[src/rtl/uart_pkg.sv]
// Shared UART definitions for the transmitter and receiver.
// UART_TX_PARITY_EN adds the PARITY state used for even parity.
package uart_pkg;

  localparam int unsigned UART_DATA_W = 8;

  typedef enum logic [2:0] {
    TX_IDLE,
    TX_START,
    TX_DATA,
`ifdef UART_TX_PARITY_EN
    TX_PARITY,
`endif
    TX_STOP
  } tx_state_t;

  // Cycles per bit, rounded to nearest
  function automatic int unsigned bit_clk(input int unsigned clk_hz,
                                          input int unsigned bitrate_bps);
    return (clk_hz + bitrate_bps / 2) / bitrate_bps;
  endfunction

endpackage

[src/rtl/uart_tx_fifo.sv]
// Synchronous transmit FIFO with registered occupancy count and full/empty flags.
module uart_tx_fifo #(
  parameter int unsigned DEPTH = 4,
  parameter int unsigned WIDTH = 8
) (
  input  logic             clk,
  input  logic             rst_n,
  input  logic             push,
  input  logic [WIDTH-1:0] din,
  input  logic             pop,
  output logic [WIDTH-1:0] dout,
  output logic             full,
  output logic             empty
);

  localparam int unsigned PTR_W = $clog2(DEPTH);

  logic [WIDTH-1:0] mem [DEPTH];
  logic [PTR_W-1:0] wr_ptr;
  logic [PTR_W-1:0] rd_ptr;
  logic [PTR_W:0]   count;
  logic             do_push;
  logic             do_pop;

  assign full    = (count == (PTR_W + 1)'(DEPTH));
  assign empty   = (count == '0);
  assign do_push = push && !full;
  assign do_pop  = pop && !empty;
  assign dout    = mem[rd_ptr];

  always_ff @(posedge clk) begin
    if (do_push) mem[wr_ptr] <= din;
  end

  // Power-of-two depth lets the pointers wrap naturally
  always_ff @(posedge clk or negedge rst_n) begin
    if (!rst_n) begin
      wr_ptr <= '0;
      rd_ptr <= '0;
      count  <= '0;
    end else begin
      if (do_push) wr_ptr <= wr_ptr + 1'b1;
      if (do_pop)  rd_ptr <= rd_ptr + 1'b1;
      case ({do_push, do_pop})
        2'b10:   count <= count + 1'b1;
        2'b01:   count <= count - 1'b1;
        default: count <= count;
      endcase
    end
  end

endmodule

[src/rtl/uart_tx.sv]
// UART transmitter: FIFO-buffered bytes sent as 8N1/8N2 frames, LSB first.
// Define UART_TX_PARITY_EN for an even-parity bit (8E1/8E2).
module uart_tx
  import uart_pkg::*;
#(
  parameter int unsigned CLK_Hz      = 66_000_000,
  parameter int unsigned BITRATE_bps = 9_600,
  parameter int unsigned STOP_BITS   = 1,
  parameter int unsigned FIFO_DEPTH  = 4
) (
  input  logic                   clk,
  input  logic                   rst_n,
  input  logic [UART_DATA_W-1:0] data,
  input  logic                   data_valid,
  output logic                   ready,
  output logic                   tx,
  output logic                   busy
);

  localparam int unsigned      BIT_CLK   = bit_clk(CLK_Hz, BITRATE_bps);
  localparam int unsigned      CNT_W     = (BIT_CLK > 1) ? $clog2(BIT_CLK) : 1;
  localparam logic [CNT_W-1:0] CNT_LAST  = CNT_W'(BIT_CLK - 1);
  localparam logic [2:0]       STOP_LAST = 3'(STOP_BITS - 1);

  tx_state_t              state_q, state_d;
  logic [CNT_W-1:0]       cnt_q, cnt_d;
  logic [2:0]             idx_q, idx_d;
  logic [UART_DATA_W-1:0] shift_q, shift_d;
  logic                   tx_q, tx_d;
  logic                   bit_end;
  logic                   load;
  logic                   pop;
  logic [UART_DATA_W-1:0] head;
  logic                   full;
  logic                   empty;
`ifdef UART_TX_PARITY_EN
  logic                   par_q, par_d;
`endif

  uart_tx_fifo #(
    .DEPTH(FIFO_DEPTH),
    .WIDTH(UART_DATA_W)
  ) u_fifo (
    .clk  (clk),
    .rst_n(rst_n),
    .push (data_valid),
    .din  (data),
    .pop  (pop),
    .dout (head),
    .full (full),
    .empty(empty)
  );

  assign ready = !full;
  assign tx    = tx_q;
  assign busy  = (state_q != TX_IDLE) || !empty;

  assign bit_end = (cnt_q == CNT_LAST);

  always_comb begin
    state_d = state_q;
    cnt_d   = bit_end ? '0 : cnt_q + 1'b1;
    idx_d   = idx_q;
    shift_d = shift_q;
    tx_d    = tx_q;
    load    = 1'b0;
    pop     = 1'b0;
`ifdef UART_TX_PARITY_EN
    par_d   = par_q;
`endif
    case (state_q)
      TX_IDLE: begin
        cnt_d = '0;
        load  = !empty;
      end
      TX_START: begin
        if (bit_end) begin
          state_d = TX_DATA;
          idx_d   = '0;
          tx_d    = shift_q[0];
        end
      end
      TX_DATA: begin
        if (bit_end) begin
          if (idx_q == 3'd7) begin
`ifdef UART_TX_PARITY_EN
            state_d = TX_PARITY;
            tx_d    = par_q;
`else
            state_d = TX_STOP;
            idx_d   = '0;
            tx_d    = 1'b1;
`endif
          end else begin
            idx_d   = idx_q + 1'b1;
            shift_d = {1'b0, shift_q[UART_DATA_W-1:1]};
            tx_d    = shift_q[1];
          end
        end
      end
`ifdef UART_TX_PARITY_EN
      TX_PARITY: begin
        if (bit_end) begin
          state_d = TX_STOP;
          idx_d   = '0;
          tx_d    = 1'b1;
        end
      end
`endif
      TX_STOP: begin
        if (bit_end) begin
          if (idx_q == STOP_LAST) begin
            state_d = TX_IDLE;
            tx_d    = 1'b1;
            load    = !empty;
          end else begin
            idx_d = idx_q + 1'b1;
          end
        end
      end
      default: begin
        state_d = TX_IDLE;
        cnt_d   = '0;
        tx_d    = 1'b1;
      end
    endcase

    // Shared frame start: from IDLE or straight out of the last stop bit
    if (load) begin
      pop     = 1'b1;
      state_d = TX_START;
      cnt_d   = '0;
      shift_d = head;
      tx_d    = 1'b0;
`ifdef UART_TX_PARITY_EN
      par_d   = ^head;
`endif
    end
  end

  always_ff @(posedge clk or negedge rst_n) begin
    if (!rst_n) begin
      state_q <= TX_IDLE;
      cnt_q   <= '0;
      idx_q   <= '0;
      shift_q <= '0;
      tx_q    <= 1'b1;
`ifdef UART_TX_PARITY_EN
      par_q   <= 1'b0;
`endif
    end else begin
      state_q <= state_d;
      cnt_q   <= cnt_d;
      idx_q   <= idx_d;
      shift_q <= shift_d;
      tx_q    <= tx_d;
`ifdef UART_TX_PARITY_EN
      par_q   <= par_d;
`endif
    end
  end

endmodule

[config.mk]
export PLATFORM = sky130hd
export DESIGN_NAME = uart_tx
export DESIGN_NICKNAME = d
export VERILOG_FILES = /design/src/rtl/uart_pkg.sv /design/src/rtl/uart_tx_fifo.sv /design/src/rtl/uart_tx.sv
export SDC_FILE = /design/constraint.sdc
export NUM_CORES = 1
export LEC_CHECK = 0
export CAP_MARGIN = 20
export CORE_MARGIN = 10
export CORE_UTILIZATION = 40
export CTS_BUF_LIST = sky130_fd_sc_hd__clkbuf_2 sky130_fd_sc_hd__clkbuf_4 sky130_fd_sc_hd__clkbuf_8
export CTS_CLUSTER_DIAMETER = 120
export DETAILED_ROUTE_END_ITERATION = 8
export DONT_BUFFER_PORTS = 1
export PLACE_DENSITY = 0.65
export SYNTH_ARGS = -nofsm -noshare
export SYNTH_HDL_FRONTEND = slang
export SYNTH_SLANG_ARGS = --single-unit
[constraint.sdc]
create_clock -name clk -period 2.5 [get_ports clk]
set_clock_uncertainty 0.15 [all_clocks]
set_input_delay 0.5 -clock clk [delete_from_list [all_inputs] [get_ports clk]]
set_output_delay 0.5 -clock clk [all_outputs]
set_load 0.03 [all_outputs]
==> metrics, run 1 <==
IO Count 14; Die Height 109 um; drt drc 0; slowest cell delay on critical path 410 ps; Cells after Synth 227; H-tree Lvls 3; Root Buffer clkbuf_8; layout cells sized above 1 0.281; clock latency on the worst-skew pair around 340 ps; post-synthesis sequential area ratio 0.572; Worst Setup End Kind flop; Cell Area, Synth 3170 um2; Crit-path slowest cell dfrtp_1; # setup viols final 0; mean area per synthesized cell around 14 um2; Final period util 0.980; Synth warnings 0; clk buf depth 2; gpl congestion 0.812; CP max FO 4; Initial Util 0.410; Std-Cell Rows 32; CP Cell Sequence ha_2 -> and3b_2 -> a41oi_4 -> nor3_4 -> ha_4 -> inv_2 -> fa_2 -> xor2_1 -> nor2_1 -> xor2_1; Congestion Overflow GR 0; maxcap violations 0; Tightest Pin Transition 562 ps; Diodes inserted 0; Clock Sink Count 66; core area 7730 um2; top achievable clock speed 408 MHz; Crit path max-delay family adder cells; status complete, no violations; final setup margin 49.6 ps; critical path startpoint category flop; Reg clk slew, reported paths 80 ps; Rel. slew slack 0.625; CTS buffer count 9; CP dominant cell by count xor2_1; Leakage 1.50 nW; DRT iter0 DRCs 43; Post-synth EDFFs 32; CTS tree done; peak supply drop 0.580 mV; RSZ-0062 raised after global routing yes; Routed Antenna Nets 0; Worst Setup Path Type reg2reg; first-pass GRT wire length around 9400 um; pre-CTS setup slack -28.1 ps; post-route cell area approximately 3700 um2; ys flop type dfrtp_1; post-route minimum period around 2500 ps; die width roughly 110 um; Die ar. 11,900 um2; port bufs 0; crit path DAT 2570 ps; Final Hold Viols 0; #FFs+latches synth 66; Total Wirelength 5460 um; Yosys cell types 43; required time worst endpoint between 2000 and 3000 ps; initial antenna violation count 0; Cell Pwr Density ~1100 nW/um2; tightest hold margin 93.0 ps; Syn Nets 254; Via density 4.99; area post-placement 3380 um2; P&R area growth vs syn 15.2%; Pre-antenna DRT Iters 4; largest net degree at the start of global routing 35; Max Slew Vio Count 0; Nets between 200 and 300; vias in the first global route 1,861; Overall Global Routing Usage 0.102; WP buf/inv 1; Synth async-reset ratio 0.515; via count 1,785; HP Class in2reg; setup TNS 0 ps; Final Util 0.473; WL per Instance 15.3 um; DP HPWL 3790 um
==> state kept, by name (all words and copies together), names as in the netlist <==
signal	cells
shift_q	8
u_fifo.rd_ptr	2
u_fifo.mem	32
idx_q	3
tx	1
state_q	2
u_fifo.count	3
cnt_q	13
u_fifo.wr_ptr	2
==> metrics by stage <==
step                instances  power [mW]
finish                    358        4.15
global route              358        4.45
CTS                       355        4.18
detailed placement        336        3.23
global placement          336        3.18
floorplan                 227        2.84
==> worst register-to-register path: stages, from the launching register on <==
cell and delay, ps:
dfrtp_1 410, ha_2 200, and3b_2 230, a41oi_4 150, nor3_4 260, ha_4 170, inv_2 40, fa_2 330
xor2_1 150, nor2_1 130, xor2_1 160
==> report_power, final <==
part           total (mW)  switching [mW]  leakage, nW  internal (mW)
Clock               0.905           0.436        0.104          0.468
Combinational        1.58           0.768        0.673          0.808
Sequential           1.67           0.217        0.725           1.45
Total                4.15            1.42         1.50           2.73
==> cell type report <==
class / instances / area, um2
Clock buffer: 9 / 124
Clock inverter: 7 / 78.8
Fill cell: 669 / 4070
Inverter: 16 / 60.1
Multi-Input combinational cell: 138 / 1280
Sequential cell: 66 / 1810
Tap cell: 102 / 128
Timing Repair Buffer: 20 / 165
==> cells in the mapped netlist, drive strengths merged (2+ instances only) <==
| cell | count | area, um2 |
|---|---|---|
| buf | 5 | 37.5 |
| o31ai | 2 | 15.0 |
| nor3 | 5 | 36.3 |
| inv | 16 | 60.1 |
| a21oi | 4 | 20.0 |
| o21ai | 5 | 25.0 |
| dfrtp | 33 | 826 |
| nand2 | 7 | 26.3 |
| nand4 | 5 | 46.3 |
| and3 | 8 | 51.3 |
| xnor2 | 8 | 70.1 |
| xor2 | 9 | 78.8 |
| ha | 15 | 188 |
| mux2 | 15 | 184 |
| mux2i | 4 | 40.0 |
| nand3 | 6 | 30.0 |
| and4bb | 2 | 32.5 |
| nor2 | 19 | 71.3 |
| clkbuf | 2 | 7.51 |
| mux4 | 8 | 180 |
| edfxtp | 32 | 961 |
| a21o | 2 | 15.0 |
==> logic make-up (layout without fill, tap and decap cells) <==
family	Yosys count	count (layout)	synth area share
XOR/XNOR	17	17	0.0469
AND/OR/NAND/NOR	61	61	0.115
multiplexers	27	27	0.127
AO/OA/AOI/OAI	17	17	0.0406
flip-flops	66	66	0.572
adder cells (fa/ha/maj)	16	16	0.0655
buffers and inverters	23	52	0.0331
==> path summary, 6_finish.rpt <==
path / startpoint / end / slack [ps] / cells past startpoint
max reg2reg: state_q[0] / u_fifo.count[2] / 50 / 10
min in group asynchronous: rst_n / cnt_q[9] / 480 / 2
max: state_q[0] / u_fifo.count[2] / 50 / 10
min reg2reg: u_fifo.count[0] / u_fifo.count[0] / 350 / 1
min: data[7] / u_fifo.mem[2][7] / 90 / 0
max in group asynchronous: rst_n / tx / 1470 / 2
==> placed cells by master (no fill, tap or decap), types with 4 or more instances in the layout <==
| cell | count |
|---|---|
| a21oi_1 | 4 |
| and3_1 | 7 |
| buf_4 | 18 |
| clkbuf_8 | 9 |
| clkinv_4 | 4 |
| dfrtp_1 | 33 |
| edfxtp_1 | 32 |
| ha_1 | 12 |
| inv_1 | 13 |
| mux2_2 | 8 |
| mux2_4 | 4 |
| mux2i_1 | 4 |
| mux4_2 | 8 |
| nand2_1 | 7 |
| nand3_1 | 6 |
| nand4_1 | 4 |
| nor2_1 | 19 |
| nor3_1 | 4 |
| o21ai_0 | 5 |
| xnor2_1 | 8 |
| xor2_1 | 9 |
==> per-layer routing <==
layer	wire (um)	vias to the layer above	track usage
met5	0	-	0
met4	63	0	0.0311
met3	326	5	0.0472
met2	2620	34	0.160
met1	2450	880	0.122
li1	-	866	-
==> timing repair <==
item,4_1_cts,5_1_grt
pin swaps,1,8
hold endpoints to repair,34,0
gates cloned,0,0
setup endpoints to repair,1,1
buffers inserted,1,3
hold buffers,2,0
resized for setup,0,4
Power figures use the tool's default switching activity.
==> inputs of run 2 (changes only) <==
--- a/config.mk
+++ b/config.mk
@@ -12,6 +12,7 @@
 export CTS_CLUSTER_DIAMETER = 120
 export DETAILED_ROUTE_END_ITERATION = 8
 export DONT_BUFFER_PORTS = 1
+export GPL_TIMING_DRIVEN = 0
 export PLACE_DENSITY = 0.65
 export SYNTH_ARGS = -nofsm -noshare
 export SYNTH_HDL_FRONTEND = slang
==> run 2 against run 1 <==
Net effect: combinational power is essentially flat; final cell count shrank 0.56%; sequential share of layout area grew 0.57 points; clock-buffer cell count is the same; worst setup slack lost 37 ps; critical path depth grew 2; cell area shrank 1.1%; sequential cell count is the same; first-iteration DRC count grew 4.7%; via count shrank 2.1%; die area is the same; routed wire length shrank 3.1%; largest cell class unchanged.
==> metrics, run 2 (synthesis results as in run 1) <==
CP max FO 4 (unchanged); first-pass GRT wire length 9090 um (-3.3%); IO Count 14 (unchanged); Cell Pwr Density 1120 nW/um2 (-1.3%); biggest regs u_fifo.mem: 32 flops, cnt_q: 13 flops, shift_q: 8 flops; Rel. slew slack 0.492 (-0.133); Biggest register u_fifo.mem; critical path startpoint category flop; top achievable clock speed 402 MHz (-1.5%); Sw Share 0.353 (+0.0107); post-route minimum period 2490 ps (+37.0 ps); Overall Global Routing Usage 0.0991 (-0.00252); Pint 2.62 mW (-4.0%); largest net degree at the start of global routing 35 (unchanged); clock group share of total power 0.205 (-0.013); DP HPWL 3660 um (-3.7%); WHS Path Cells 0 (unchanged); clock latency on the worst-skew pair 350 ps (about the same); pre-CTS setup slack -292 ps (-264 ps); maxcap violations 0 (unchanged); commonest non-fill, non-tap cell in the layout dfrtp_1; Max Slew Vio Count 0 (unchanged); Die ar. 11,900 um2 (unchanged); Via density 4.91 (-1.5%); status complete, no violations; Worst Setup End Kind flop; Worst Setup Path Type reg2reg; initial antenna violation count 0 (unchanged); Congestion Overflow GR 0 (unchanged); Final Hold Viols 0 (unchanged); Worst Reg-to-Reg Cells 12 (+2); Initial Util 0.410 (unchanged); Pre-antenna DRT Iters 4 (unchanged); Final Util 0.467 (-0.00534); port bufs 0 (unchanged); gpl congestion 0.734 (-9.6%); Comb power frac 0.398 (+0.018); setup TNS 0 ps (unchanged); layout cells sized above 1 0.268 (-0.0135); max reg flops 32 (unchanged); core area 7730 um2 (unchanged); H-tree Lvls 3 (unchanged); die width 109 um (unchanged); most frequent cells in the layout dfrtp_1, edfxtp_1, nor2_1; Std-Cell Rows 32 (unchanged); Final period util 0.995 (+0.0148); clk buf depth 2 (unchanged); Diodes inserted 0 (unchanged); # setup viols final 0 (unchanged); Routed Antenna Nets 0 (unchanged); RSZ-0062 raised after global routing yes; CTS tree done; via count 1,748 (-2.1%); crit path DAT 2620 ps (+50 ps); Tightest Pin Transition 752 ps (+190 ps); CTS buffer count 9 (unchanged); final setup margin 12.6 ps (-37.0 ps); Clock Sink Count 66 (unchanged); P&R area growth vs syn 13.9%; Leakage 1.47 nW (-2.3%); Total Wirelength 5290 um (-3.1%); HP Class in2reg; Root Buffer clkbuf_8; vias in the first global route 1,839 (-1.2%); required time worst endpoint 2630 ps (about the same); DRT iter0 DRCs 45 (+4.7%); Reg clk slew, reported paths 80 ps (about the same); drt drc 0 (unchanged); Net Sw Power 1.43 mW (+0.67%); peak supply drop 0.529 mV (-8.9%); Reg power frac 0.397 (-0.006); WL per Instance 14.9 um (-2.6%); Nets 276 (-0.72%); Die Height 109 um (unchanged)
## run 2: cell types whose count changed in the layout (fill, tap and decap cells not counted), sizes merged
| cell | previous run | this run |
|---|---|---|
| inv | 17 | 20 |
| bufinv | 1 | 0 |
| clkinv | 5 | 1 |
| buf | 19 | 15 |
| clkbuf | 9 | 11 |
| clkinvlp | 0 | 2 |
## run 2: path summary, 6_finish.rpt
kind / startpoint / endpoint / slack (ps)
max: state_q[1] / u_fifo.count[2] / 10
min: data[0] / u_fifo.mem[3][0] / 90
max reg2reg: state_q[1] / u_fifo.count[2] / 10
min reg2reg: cnt_q[0] / cnt_q[0] / 330
max in group asynchronous: rst_n / tx / 1490
min in group asynchronous: rst_n / u_fifo.count[2] / 460
## run 2: through the flow
stage / cell area [um2] / power [mW] / std cells / hold slack, ps
after detailed placement: 3320 / 3.17 / 329 / 56.0
after global routing: 3610 / 4.34 / 356 / 63.2
after CTS: 3570 / 4.09 / 351 / 66.2
final: 3610 / 4.05 / 356 / 86.7
after global placement: 3320 / 3.12 / 329 / 56.0
after floorplan: 3200 / 2.84 / 227 / 54.4
## run 2: routing by layer
| layer | share of wire | wire, um | up-vias | track usage |
|---|---|---|---|---|
| li1 | - | - | 864 | - |
| met1 | 0.44 | 2320 | 857 | 0.117 |
| met2 | 0.49 | 2600 | 21 | 0.154 |
| met3 | 0.058 | 305 | 6 | 0.0472 |
| met4 | 0.012 | 65 | 0 | 0.0367 |
| met5 | 0 | 0 | - | 0 |
## run 2: timing repair
| item | CTS | global route |
|---|---|---|
| endpoints found under the setup margin | 2 | 11 |
| hold buffers | 2 | 0 |
| gates resized for setup | 1 | 2 |
| pin swaps | 2 | 5 |
| endpoints found under the hold margin | 34 | 0 |
| setup buffers | 4 | 5 |
## run 2: power groups by stage
| stage | logic (mW) | registers (mW) | clock network (mW) |
|---|---|---|---|
| floorplan | 1.25 | 1.59 | 0 |
| global placement | 1.50 | 1.63 | 0 |
| detailed placement | 1.54 | 1.63 | 0 |
| CTS | 1.61 | 1.61 | 0.864 |
| global route | 1.80 | 1.64 | 0.901 |
| finish | 1.61 | 1.61 | 0.831 |
## run 2: final cells by class
class | instances | area (um2)
Fill cell | 686 | 4120
Sequential cell | 66 | 1810
Multi-Input combinational cell | 138 | 1280
Tap cell | 102 | 128
Clock buffer | 9 | 124
Timing Repair Buffer | 11 | 97.6
Inverter | 16 | 60.1
Clock inverter | 7 | 58.8
Buffer | 7 | 51.3
## run 2: worst max-delay path: stages (launching register included)
cell     delay, ps
dfrtp_1        380
ha_2           180
buf_6          100
and3b_2        210
a41oi_4        140
nor3_4         240
buf_6          140
ha_4           120
inv_2           30
fa_2           320
xor2_1         140
nor2_1         110
xor2_1         160
==> inputs of run 3 (changes only) <==
--- a/config.mk
+++ b/config.mk
@@ -14,6 +14,7 @@
 export DONT_BUFFER_PORTS = 1
 export GPL_TIMING_DRIVEN = 0
 export PLACE_DENSITY = 0.65
+export RECOVER_POWER = 50
 export SYNTH_ARGS = -nofsm -noshare
 export SYNTH_HDL_FRONTEND = slang
 export SYNTH_SLANG_ARGS = --single-unit
==> run 3 against run 2 <==
Net effect: sequential power hardly changed; die area stayed put; sequential share of layout area grew 0.21 points; cell area shrank 0.42%; fmax barely moved.
==> metrics, run 3 (synthesis results as in run 1) <==
GR Layer Usage met1 0.117 (unchanged); slowest cell delay on critical path 380 ps (about the same); Total Wirelength 5290 um (about the same); layout cells sized above 1 0.268 (unchanged); Worst Reg-to-Reg Cells 12 (unchanged); HP Class in2reg; Std-Cell Rows 32 (unchanged); Die ar. 11,900 um2 (unchanged); CP Cell Sequence ha_2 -> buf_6 -> and3b_2 -> a41oi_4 -> nor3_4 -> buf_6 -> ha_4 -> inv_2 -> fa_2 -> xor2_1 -> nor2_1 -> xor2_1; Nets 276 (unchanged); max reg flops 32 (unchanged); CTS tree done; Congestion Overflow GR 0 (unchanged); Die Height 109 um (unchanged); Crit-path slowest cell dfrtp_1; GR Util met2 0.154 (unchanged); DRT iter0 DRCs 45 (unchanged); initial antenna violation count 0 (unchanged); biggest regs u_fifo.mem: 32 flops, cnt_q: 13 flops, shift_q: 8 flops; area post-placement 3320 um2 (unchanged); Rel. slew slack 0.434 (-0.0578); IO Count 14 (unchanged); pre-CTS setup slack -292 ps (unchanged); H-tree Lvls 3 (unchanged); CP Launch Point state_q[1]; critical path startpoint category flop; largest net degree at the start of global routing 35 (unchanged); commonest non-fill, non-tap cell in the layout dfrtp_1; Worst Setup End Kind flop; via count 1,748 (unchanged); P&R area growth vs syn 13.4%; Leakage 1.46 nW (-0.36%); core area 7730 um2 (unchanged); Max Slew Vio Count 0 (unchanged); Overall Global Routing Usage 0.0991 (unchanged); clock latency on the worst-skew pair 350 ps (about the same); worst reg2reg setup slack 10 ps (about the same); top achievable clock speed 402 MHz (about the same); Pre-antenna DRT Iters 4 (unchanged); crit path DAT 2620 ps (about the same); die width 109 um (unchanged); most frequent cells in the layout dfrtp_1, edfxtp_1, nor2_1; clk buf depth 2 (unchanged); Worst Setup Path Type reg2reg; Final period util 0.995 (about the same); Routed Antenna Nets 0 (unchanged); WL per Instance 14.9 um (about the same); status complete, no violations; Diodes inserted 0 (unchanged); Tightest Pin Transition 849 ps (+96.2 ps); CTS buffer count 9 (unchanged); drt drc 0 (unchanged); CP max FO 4 (unchanged); port bufs 0 (unchanged); vias in the first global route 1,839 (unchanged); Clock Sink Count 66 (unchanged); tightest hold margin 86.7 ps (unchanged); maxcap violations 0 (unchanged); busiest grt layer met2; setup TNS 0 ps (unchanged); required time worst endpoint 2630 ps (about the same); DP HPWL 3660 um (unchanged); post-route minimum period 2490 ps (+0.242 ps); Via density 4.91 (unchanged); Final Hold Viols 0 (unchanged); Critical Path End u_fifo.count[2]; post-route cell area 3600 um2 (-0.42%); final setup margin 12.4 ps (-0.242 ps); peak supply drop 0.529 mV (about the same); Cell Pwr Density 1130 nW/um2 (+0.34%); Biggest register u_fifo.mem; RSZ-0062 raised after global routing yes; worst r2r src state_q[1]; M3 GR Usage 0.0472 (unchanged); Reg clk slew, reported paths 80 ps (about the same); # setup viols final 0 (unchanged); Final Util 0.466 (-0.00194); worst r2r dst u_fifo.count[2]; gpl congestion 0.734 (unchanged); Initial Util 0.410 (unchanged); Root Buffer clkbuf_8; first-pass GRT wire length 9090 um (unchanged)
-- run 3: cell count changes in the layout (fill, tap and decap cells not counted), sizes merged --
cell and delta:
buf -1, clkbuf +1
-- run 3: stage by stage --
stage          total power, mW  cells
2_1_floorplan             2.84    227
4_1_cts                   4.09    351
3_5_place_dp              3.17    329
6_report                  4.05    356
3_3_place_gp              3.12    329
5_1_grt                   4.34    356
-- run 3: repair_timing --
item / 4_1_cts / 5_1_grt
hold endpoints to repair: 34 / 0
pin swaps: 2 / 5
setup endpoints to repair: 2 / 11
resized for setup: 1 / 2
hold buffers: 2 / 0
buffers inserted: 4 / 5
-- run 3: critical path: cells and delay by family (launching register included) --
family / cells / cell delay, ps
adders and majority gates: 3 / 620
DFF: 1 / 380
buffers and inverters: 3 / 270
and+or+nand+nor: 3 / 560
xor gates and xnor gates: 2 / 300
AOI/OAI and AO/OA: 1 / 140
-- run 3: cell type report --
cell class	count	area, um2
Buffer	7	51.3
Clock buffer	9	124
Clock inverter	7	58.8
Fill cell	688	4130
Inverter	16	60.1
Multi-Input combinational cell	138	1280
Sequential cell	66	1810
Tap cell	102	128
Timing Repair Buffer	11	82.6
-- run 3: routing by layer --
| metal | wire length, um | vias up |
|---|---|---|
| met1 | 2320 | 857 |
| met2 | 2600 | 21 |
| met3 | 305 | 6 |
| met4 | 65 | 0 |
| li1 | - | 864 |
| met5 | 0 | - |
-- run 3: worst min-delay path by stage --
stage | start | endpoint | slack (ps) | depth (start not counted)
2_1_floorplan | rst_n | cnt_q[0] | 50 | 0
3_3_place_gp | rst_n | idx_q[0] | 60 | 0
3_5_place_dp | rst_n | idx_q[0] | 60 | 0
4_1_cts | data[0] | u_fifo.mem[3][0] | 70 | 0
5_1_grt | data[7] | u_fifo.mem[1][7] | 60 | 0
6_report | data[0] | u_fifo.mem[3][0] | 90 | 0
-- run 3: power by group --
group          internal (mW)  total (mW)  switching (mW)
clock                  0.374       0.831           0.457
sequential              1.45        1.61           0.153
combinational          0.790        1.61           0.821
